$ cat src/rtl/dlsc_cpu1_decode.sv
// dlsc_cpu1_decode: registered decode stage of cpu1.
// Turns one 32-bit instruction word per cycle into ALU control and
// operand-select signals for the execute stage.
//
// Handshakes: a transfer on either side happens on a rising clock edge
// where valid and ready are both high. While out_valid is high and
// out_ready is low, every out_*/alu_* signal holds its value.
//
// A register scoreboard holds back an instruction when any register it
// names is still owed a writeback. That includes the op sitting in the
// output register, because that op has not yet reached the execute stage.
module dlsc_cpu1_decode #(
    parameter int SCOREBOARD  = 1,
    parameter int ILLEGAL_NOP = 1
) (
    input  logic        clk,
    input  logic        rst_n,
    input  logic        flush,
    input  logic        in_valid,
    output logic        in_ready,
    input  logic [31:0] in_instr,
    input  logic        out_ready,
    output logic        out_valid,
    output logic [4:0]  out_ra,
    output logic [4:0]  out_rb,
    output logic [4:0]  out_rd,
    output logic        out_b_imm,
    output logic [31:0] out_imm,
    output logic        out_a_signed,
    output logic        out_b_signed,
    output logic [1:0]  alu_mode,
    output logic [1:0]  alu_add_op,
    output logic [1:0]  alu_logic_op,
    output logic        alu_add_signed,
    output logic        alu_logic_bypass,
    output logic        alu_shift_op,
    output logic        out_illegal,
    input  logic        wb_valid,
    input  logic [4:0]  wb_addr
);

    // Instruction fields
    logic [5:0]  f_op;
    logic [4:0]  f_rd;
    logic [4:0]  f_ra;
    logic [4:0]  f_rb;
    logic [15:0] f_imm;
    logic [3:0]  f_funct;

    assign f_op    = in_instr[31:26];
    assign f_rd    = in_instr[25:21];
    assign f_ra    = in_instr[20:16];
    assign f_rb    = in_instr[15:11];
    assign f_imm   = in_instr[15:0];
    assign f_funct = in_instr[3:0];

    // Decoded (not yet registered) values
    logic [4:0]  d_ra;
    logic [4:0]  d_rb;
    logic [4:0]  d_rd;
    logic        d_b_imm;
    logic [31:0] d_imm;
    logic        d_a_signed;
    logic        d_b_signed;
    logic [1:0]  d_mode;
    logic [1:0]  d_add_op;
    logic [1:0]  d_logic_op;
    logic        d_add_signed;
    logic        d_logic_bypass;
    logic        d_shift_op;
    logic        d_illegal;

    logic hazard;
    logic accept;
    logic issue;

    // Combinational decode of the incoming word. I-type and illegal ops
    // report rb=0 (and illegal ops ra=rd=0), so they never match a pending bit.
    always_comb begin
        d_ra           = f_ra;
        d_rb           = f_rb;
        d_rd           = f_rd;
        d_b_imm        = 1'b0;
        d_imm          = 32'h0;
        d_a_signed     = 1'b0;
        d_b_signed     = 1'b0;
        d_mode         = 2'b00;
        d_add_op       = 2'b00;
        d_logic_op     = 2'b00;
        d_add_signed   = 1'b0;
        d_logic_bypass = 1'b0;
        d_shift_op     = 1'b0;
        d_illegal      = 1'b0;
        case (f_op)
            6'h00: begin
                case (f_funct)
                    4'd0: begin
                        d_a_signed   = 1'b1;
                        d_b_signed   = 1'b1;
                        d_add_signed = 1'b1;
                    end
                    4'd1: begin
                        d_add_op     = 2'b01;
                        d_a_signed   = 1'b1;
                        d_b_signed   = 1'b1;
                        d_add_signed = 1'b1;
                    end
                    4'd2: begin
                        d_mode   = 2'b01;
                        d_add_op = 2'b10;
                    end
                    4'd3: begin
                        d_mode   = 2'b01;
                        d_add_op = 2'b11;
                    end
                    4'd4: begin
                        d_mode     = 2'b01;
                        d_add_op   = 2'b01;
                        d_a_signed = 1'b1;
                        d_b_signed = 1'b1;
                    end
                    4'd5: begin
                        // both sign bits forced 0: 33-bit unsigned compare
                        d_mode   = 2'b01;
                        d_add_op = 2'b01;
                    end
                    4'd8, 4'd9, 4'd10, 4'd11: begin
                        d_mode     = 2'b11;
                        d_logic_op = f_funct[1:0];
                    end
                    4'd12: begin
                        d_mode = 2'b10;
                    end
                    4'd13: begin
                        d_mode     = 2'b10;
                        d_shift_op = 1'b1;
                    end
                    4'd14: begin
                        d_mode     = 2'b10;
                        d_shift_op = 1'b1;
                        d_a_signed = 1'b1;
                    end
                    default: d_illegal = 1'b1;
                endcase
            end
            6'h01: begin
                d_rb         = 5'd0;
                d_b_imm      = 1'b1;
                d_imm        = {{16{f_imm[15]}}, f_imm};
                d_a_signed   = 1'b1;
                d_b_signed   = 1'b1;
                d_add_signed = 1'b1;
            end
            6'h02: begin
                d_rb       = 5'd0;
                d_b_imm    = 1'b1;
                d_imm      = {{16{f_imm[15]}}, f_imm};
                d_mode     = 2'b01;
                d_add_op   = 2'b01;
                d_a_signed = 1'b1;
                d_b_signed = 1'b1;
            end
            6'h03, 6'h04, 6'h05: begin
                d_rb       = 5'd0;
                d_b_imm    = 1'b1;
                d_imm      = {16'h0, f_imm};
                d_mode     = 2'b11;
                d_logic_op = (f_op == 6'h03) ? 2'b00 :
                             (f_op == 6'h04) ? 2'b01 : 2'b10;
            end
            6'h06: begin
                d_rb           = 5'd0;
                d_b_imm        = 1'b1;
                d_imm          = {f_imm, 16'h0};
                d_mode         = 2'b11;
                d_logic_bypass = 1'b1;
            end
            default: d_illegal = 1'b1;
        endcase
        if (d_illegal) begin
            d_ra = 5'd0;
            d_rb = 5'd0;
            d_rd = 5'd0;
        end
    end

    assign accept   = in_valid & in_ready;
    assign issue    = out_valid & out_ready;
    assign in_ready = (~out_valid | out_ready) & ~hazard & ~flush;

    generate
        if (SCOREBOARD != 0) begin : g_sb
            logic [31:0] pending;
            logic [31:0] pending_nxt;
            logic [31:0] owed;

            // Registers still owed a writeback: retired-pending plus the held op's rd.
            always_comb begin
                owed = pending;
                if (out_valid && (out_rd != 5'd0)) begin
                    owed[out_rd] = 1'b1;
                end
            end

            assign hazard = owed[d_ra] | owed[d_rb] | owed[d_rd];

            // Writeback clears, issue sets; the set is applied last so it wins.
            always_comb begin
                pending_nxt = pending;
                if (wb_valid) begin
                    pending_nxt[wb_addr] = 1'b0;
                end
                if (issue && (out_rd != 5'd0)) begin
                    pending_nxt[out_rd] = 1'b1;
                end
                pending_nxt[0] = 1'b0;
            end

            // Scoreboard register; flush leaves it alone.
            always_ff @(posedge clk or negedge rst_n) begin
                if (!rst_n) begin
                    pending <= 32'h0;
                end else begin
                    pending <= pending_nxt;
                end
            end
        end else begin : g_no_sb
            assign hazard = 1'b0;
        end
    endgenerate

    // Output register: load on accept, drop on issue or flush.
    always_ff @(posedge clk or negedge rst_n) begin
        if (!rst_n) begin
            out_valid        <= 1'b0;
            out_ra           <= 5'd0;
            out_rb           <= 5'd0;
            out_rd           <= 5'd0;
            out_b_imm        <= 1'b0;
            out_imm          <= 32'h0;
            out_a_signed     <= 1'b0;
            out_b_signed     <= 1'b0;
            alu_mode         <= 2'b00;
            alu_add_op       <= 2'b00;
            alu_logic_op     <= 2'b00;
            alu_add_signed   <= 1'b0;
            alu_logic_bypass <= 1'b0;
            alu_shift_op     <= 1'b0;
            out_illegal      <= 1'b0;
        end else if (flush) begin
            out_valid <= 1'b0;
        end else if (accept) begin
            out_valid        <= ~d_illegal | (ILLEGAL_NOP != 0);
            out_ra           <= d_ra;
            out_rb           <= d_rb;
            out_rd           <= d_rd;
            out_b_imm        <= d_b_imm;
            out_imm          <= d_imm;
            out_a_signed     <= d_a_signed;
            out_b_signed     <= d_b_signed;
            alu_mode         <= d_mode;
            alu_add_op       <= d_add_op;
            alu_logic_op     <= d_logic_op;
            alu_add_signed   <= d_add_signed;
            alu_logic_bypass <= d_logic_bypass;
            alu_shift_op     <= d_shift_op;
            out_illegal      <= d_illegal;
        end else if (issue) begin
            out_valid <= 1'b0;
        end
    end

endmodule

$ cat config.mk
export PLATFORM = sky130hd
export DESIGN_NAME = dlsc_cpu1_decode
export DESIGN_NICKNAME = d
export VERILOG_FILES = /design/src/rtl/dlsc_cpu1_decode.sv
export SDC_FILE = /design/constraint.sdc
export NUM_CORES = 1
export LEC_CHECK = 0
export CORE_MARGIN = 2
export CORE_UTILIZATION = 48
export CTS_BUF_LIST = sky130_fd_sc_hd__clkbuf_4 sky130_fd_sc_hd__clkbuf_8 sky130_fd_sc_hd__clkbuf_16
export DETAILED_ROUTE_END_ITERATION = 12
export PLACE_DENSITY = 0.75
export SETUP_SLACK_MARGIN = 0.02
export SKIP_CTS_REPAIR_TIMING = 1
export SYNTH_ARGS = -nofsm -noshare
export SYNTH_HDL_FRONTEND = slang
export SYNTH_SLANG_ARGS = --single-unit
$ cat constraint.sdc
create_clock -name clk -period 3.3 [get_ports clk]
set_clock_uncertainty 0.15 [all_clocks]
set_input_delay 0.66 -clock clk [delete_from_list [all_inputs] [get_ports clk]]
set_output_delay 0.66 -clock clk [all_outputs]
set_load 0.02 [all_outputs]
==> results.toml <==
[setup_path]
reg2reg_slack_ns = -0.06
cp-start-kind = "flop"
cp-end-kind = "output port"
cp.required_ns = 2.49
worstPathMaxFanout = 6
critPathKind = "flop to output port"
r2r-start = "out_rd[1]$_DFFE_PN0P_"
arrival_ns = 2.81
reg2reg_to = "out_ra[4]$_DFFE_PN0P_"
worstRegToRegCells = 12

[drt]
wl_mm = 21.40
drc_errors = 0
firstDrtPassIters = 5
wl_per_cell_um = 21.12
viasPerCell = 5.932
drt_iter0_drc = 469
drtAntennaViolNets = 0
num_vias = 6009

[layout]
area_growth_pct = 54.42
layout_commonest_cell = "buf_4"
stdcell_count = 1013
stdcell_area_um2 = 8911
drive_gt1_share_pct = 32.22
fillers = 874
nNetsFinal = 904
final_cell_mix = "buf_4, clkdlybuf4s50_1, dfrtp_1"
n_antenna_cell = 0

[global_route]
gr-usage-all-layers_pct = 31.67
grt_overflow = 0
grt_max_degree = 50
grt_pass1_vias = 5877
antenna_found_initial = 0
grt_pass1_wl_mm = 31.73

[sta]
hold_violations = 0
slew_violations = 0
setup-violations-final = 25
period_needed_ns = 3.620
hold-worst-slack_ns = 0.1587
tightest_slew_ns = 0.5945
fmax_mhz = 276.2
slew-limit-headroom_pct = 60.37
rsz0062_at_grt = "true"
setup_slack_ns = -0.3200
period_share_pct = 109.7

[floorplan]
initial_core_util_pct = 48.65
core_um2 = 11860
num_rows = 40
ioPinCount = 105
die_height_um = 113.6
die_w_um = 113.6
dieArea_um2 = 12920

[placement]
post-place-ws_ns = -1.008
placed_area_um2 = 7861
port_buffers = 104
dp_cells = 956
gp_congestion = 0.9905
hpwl_mm = 15.86

[synth]
synth_area_um2 = 5771
netlist.area_leader.share_pct = 39.90
ys_types = 67
avgSynthCellArea_um2 = 9.460
async_flop_share_pct = 100.0
ys_seq_area_share_pct = 39.90
synth_edf_count = 0
ys_top_cells_by_area = "dfrtp_1, mux2i_1, o21ai_0, mux2_4, a21oi_1"
synth_top_area_cell = "dfrtp_1"
ys_ff_latch = 92
synth_top_flop_cell = "dfrtp_1"
yosysWarnings = 0
synth_cells = 610
synth_nets = 653

[min_path]
hold_path_class = "input pin to asynchronous set/reset pin"

[power]
p_leak_nw = 4.136
powerDensity_nw_per_um2 = 346.9
ir_drop_mv = 0.5363
fin_total_pwr_w = 0.003091

[outcome]
outcome = "complete, but fails checks"
violations = "setup timing"

[run]
drv_cap = 0

[clock_network]
cts.clk_slew.worst_paths_ns = 0.07
cts_tree = "built"
clock-root-buffer = "clkbuf_16"
clock-sinks = 92
cts.path.max_buffers = 2
cts_made_buffers = 9
worstSkewPairLatency_ns = 0.35
h-tree-depth = 3
-- kinds of logic (layout without fill, tap and decap cells) --
family	count (synthesis)	count (layout)	synth area share (%)
simple gates	151	151	14.38
mux	86	86	17.24
flops	92	92	39.90
xor+xnor	5	5	0.7589
compound gates	185	185	20.27
buf+inv	91	347	7.459
-- final cells by class --
class                   instances  area (um^2)  area share (%)
repair buffers                281         2629           29.50
inverters                      50        191.4           2.148
multi-input cells             427         3306           37.10
well taps                     147        183.9           2.064
flip-flops and latches         92         2307           25.89
clock buffers                  10        239.0           2.682
clock inverters                 6        55.05          0.6178
-- routing by layer --
metal	global-route usage [%]	wire length, um
met5	0	0
met1	41.35	8815
met3	4.676	1169
met2	53.61	10530
met4	11.87	880
-- through the flow --
stage / setup TNS (ns) / util, %
finish: -0.9292 / 75.13
CTS: -16.13 / 68.76
floorplan: -0.01550 / -
global placement: -34.39 / 66.28
detailed placement: -37.32 / 66.28
global route: -6.944 / 75.13
-- power breakdown --
group	switching, W	internal, W
Combinational	0.000410	0.000411
Sequential	0.0000538	0.00119
Clock	0.000483	0.000546
-- sequential cells by signal, indices dropped and copies added, names as in the netlist, 2 cells and up --
name,count
out_rd,5
alu_mode,2
alu_logic_op,2
out_rb,5
out_ra,5
alu_add_op,2
out_imm,32
g_sb.pending,31
-- worst max-delay path, stage by stage, from the launching register on --
cell      delay [ns]
dfrtp_2         0.46
buf_6           0.15
and4bb_4        0.39
a21oi_4         0.08
mux4_2          0.48
a21oi_2         0.14
a21bo_1         0.20
a32o_2          0.27
o211a_4         0.15
buf_6           0.13
-- worst max path at each step --
stage | start | endpoint | slack, ns | cells after the start
after floorplan | in_instr[3] | in_ready | -0.02 | 9
after global placement | in_instr[27] | in_ready | -1.00 | 9
after detailed placement | in_instr[27] | in_ready | -1.01 | 10
after CTS | in_instr[27] | in_ready | -1.03 | 10
after global routing | out_rd[1]$_DFFE_PN0P_ | in_ready | -0.35 | 9
final | out_rd[1]$_DFFE_PN0P_ | in_ready | -0.32 | 9
-- Yosys cell counts (3+ instances only) --
master	instances
and4b_1	4
and3_1	3
nand4_1	3
a31oi_1	10
or3_1	7
nand2b_1	14
o2111ai_2	3
o2111ai_1	4
mux2_4	16
a211oi_1	10
nor2_1	18
o31ai_1	6
nand3b_1	6
mux2i_1	63
nand3_1	13
xnor2_1	4
a2111oi_0	3
a311oi_1	7
o21ai_0	67
inv_1	49
clkbuf_1	21
buf_6	5
mux2_2	3
dfrtp_1	92
a21oi_1	46
and2_1	6
nand2_1	44
nor3_1	12
buf_2	9
mux4_2	4
nor2b_1	8
Power figures use the tool's default switching activity.
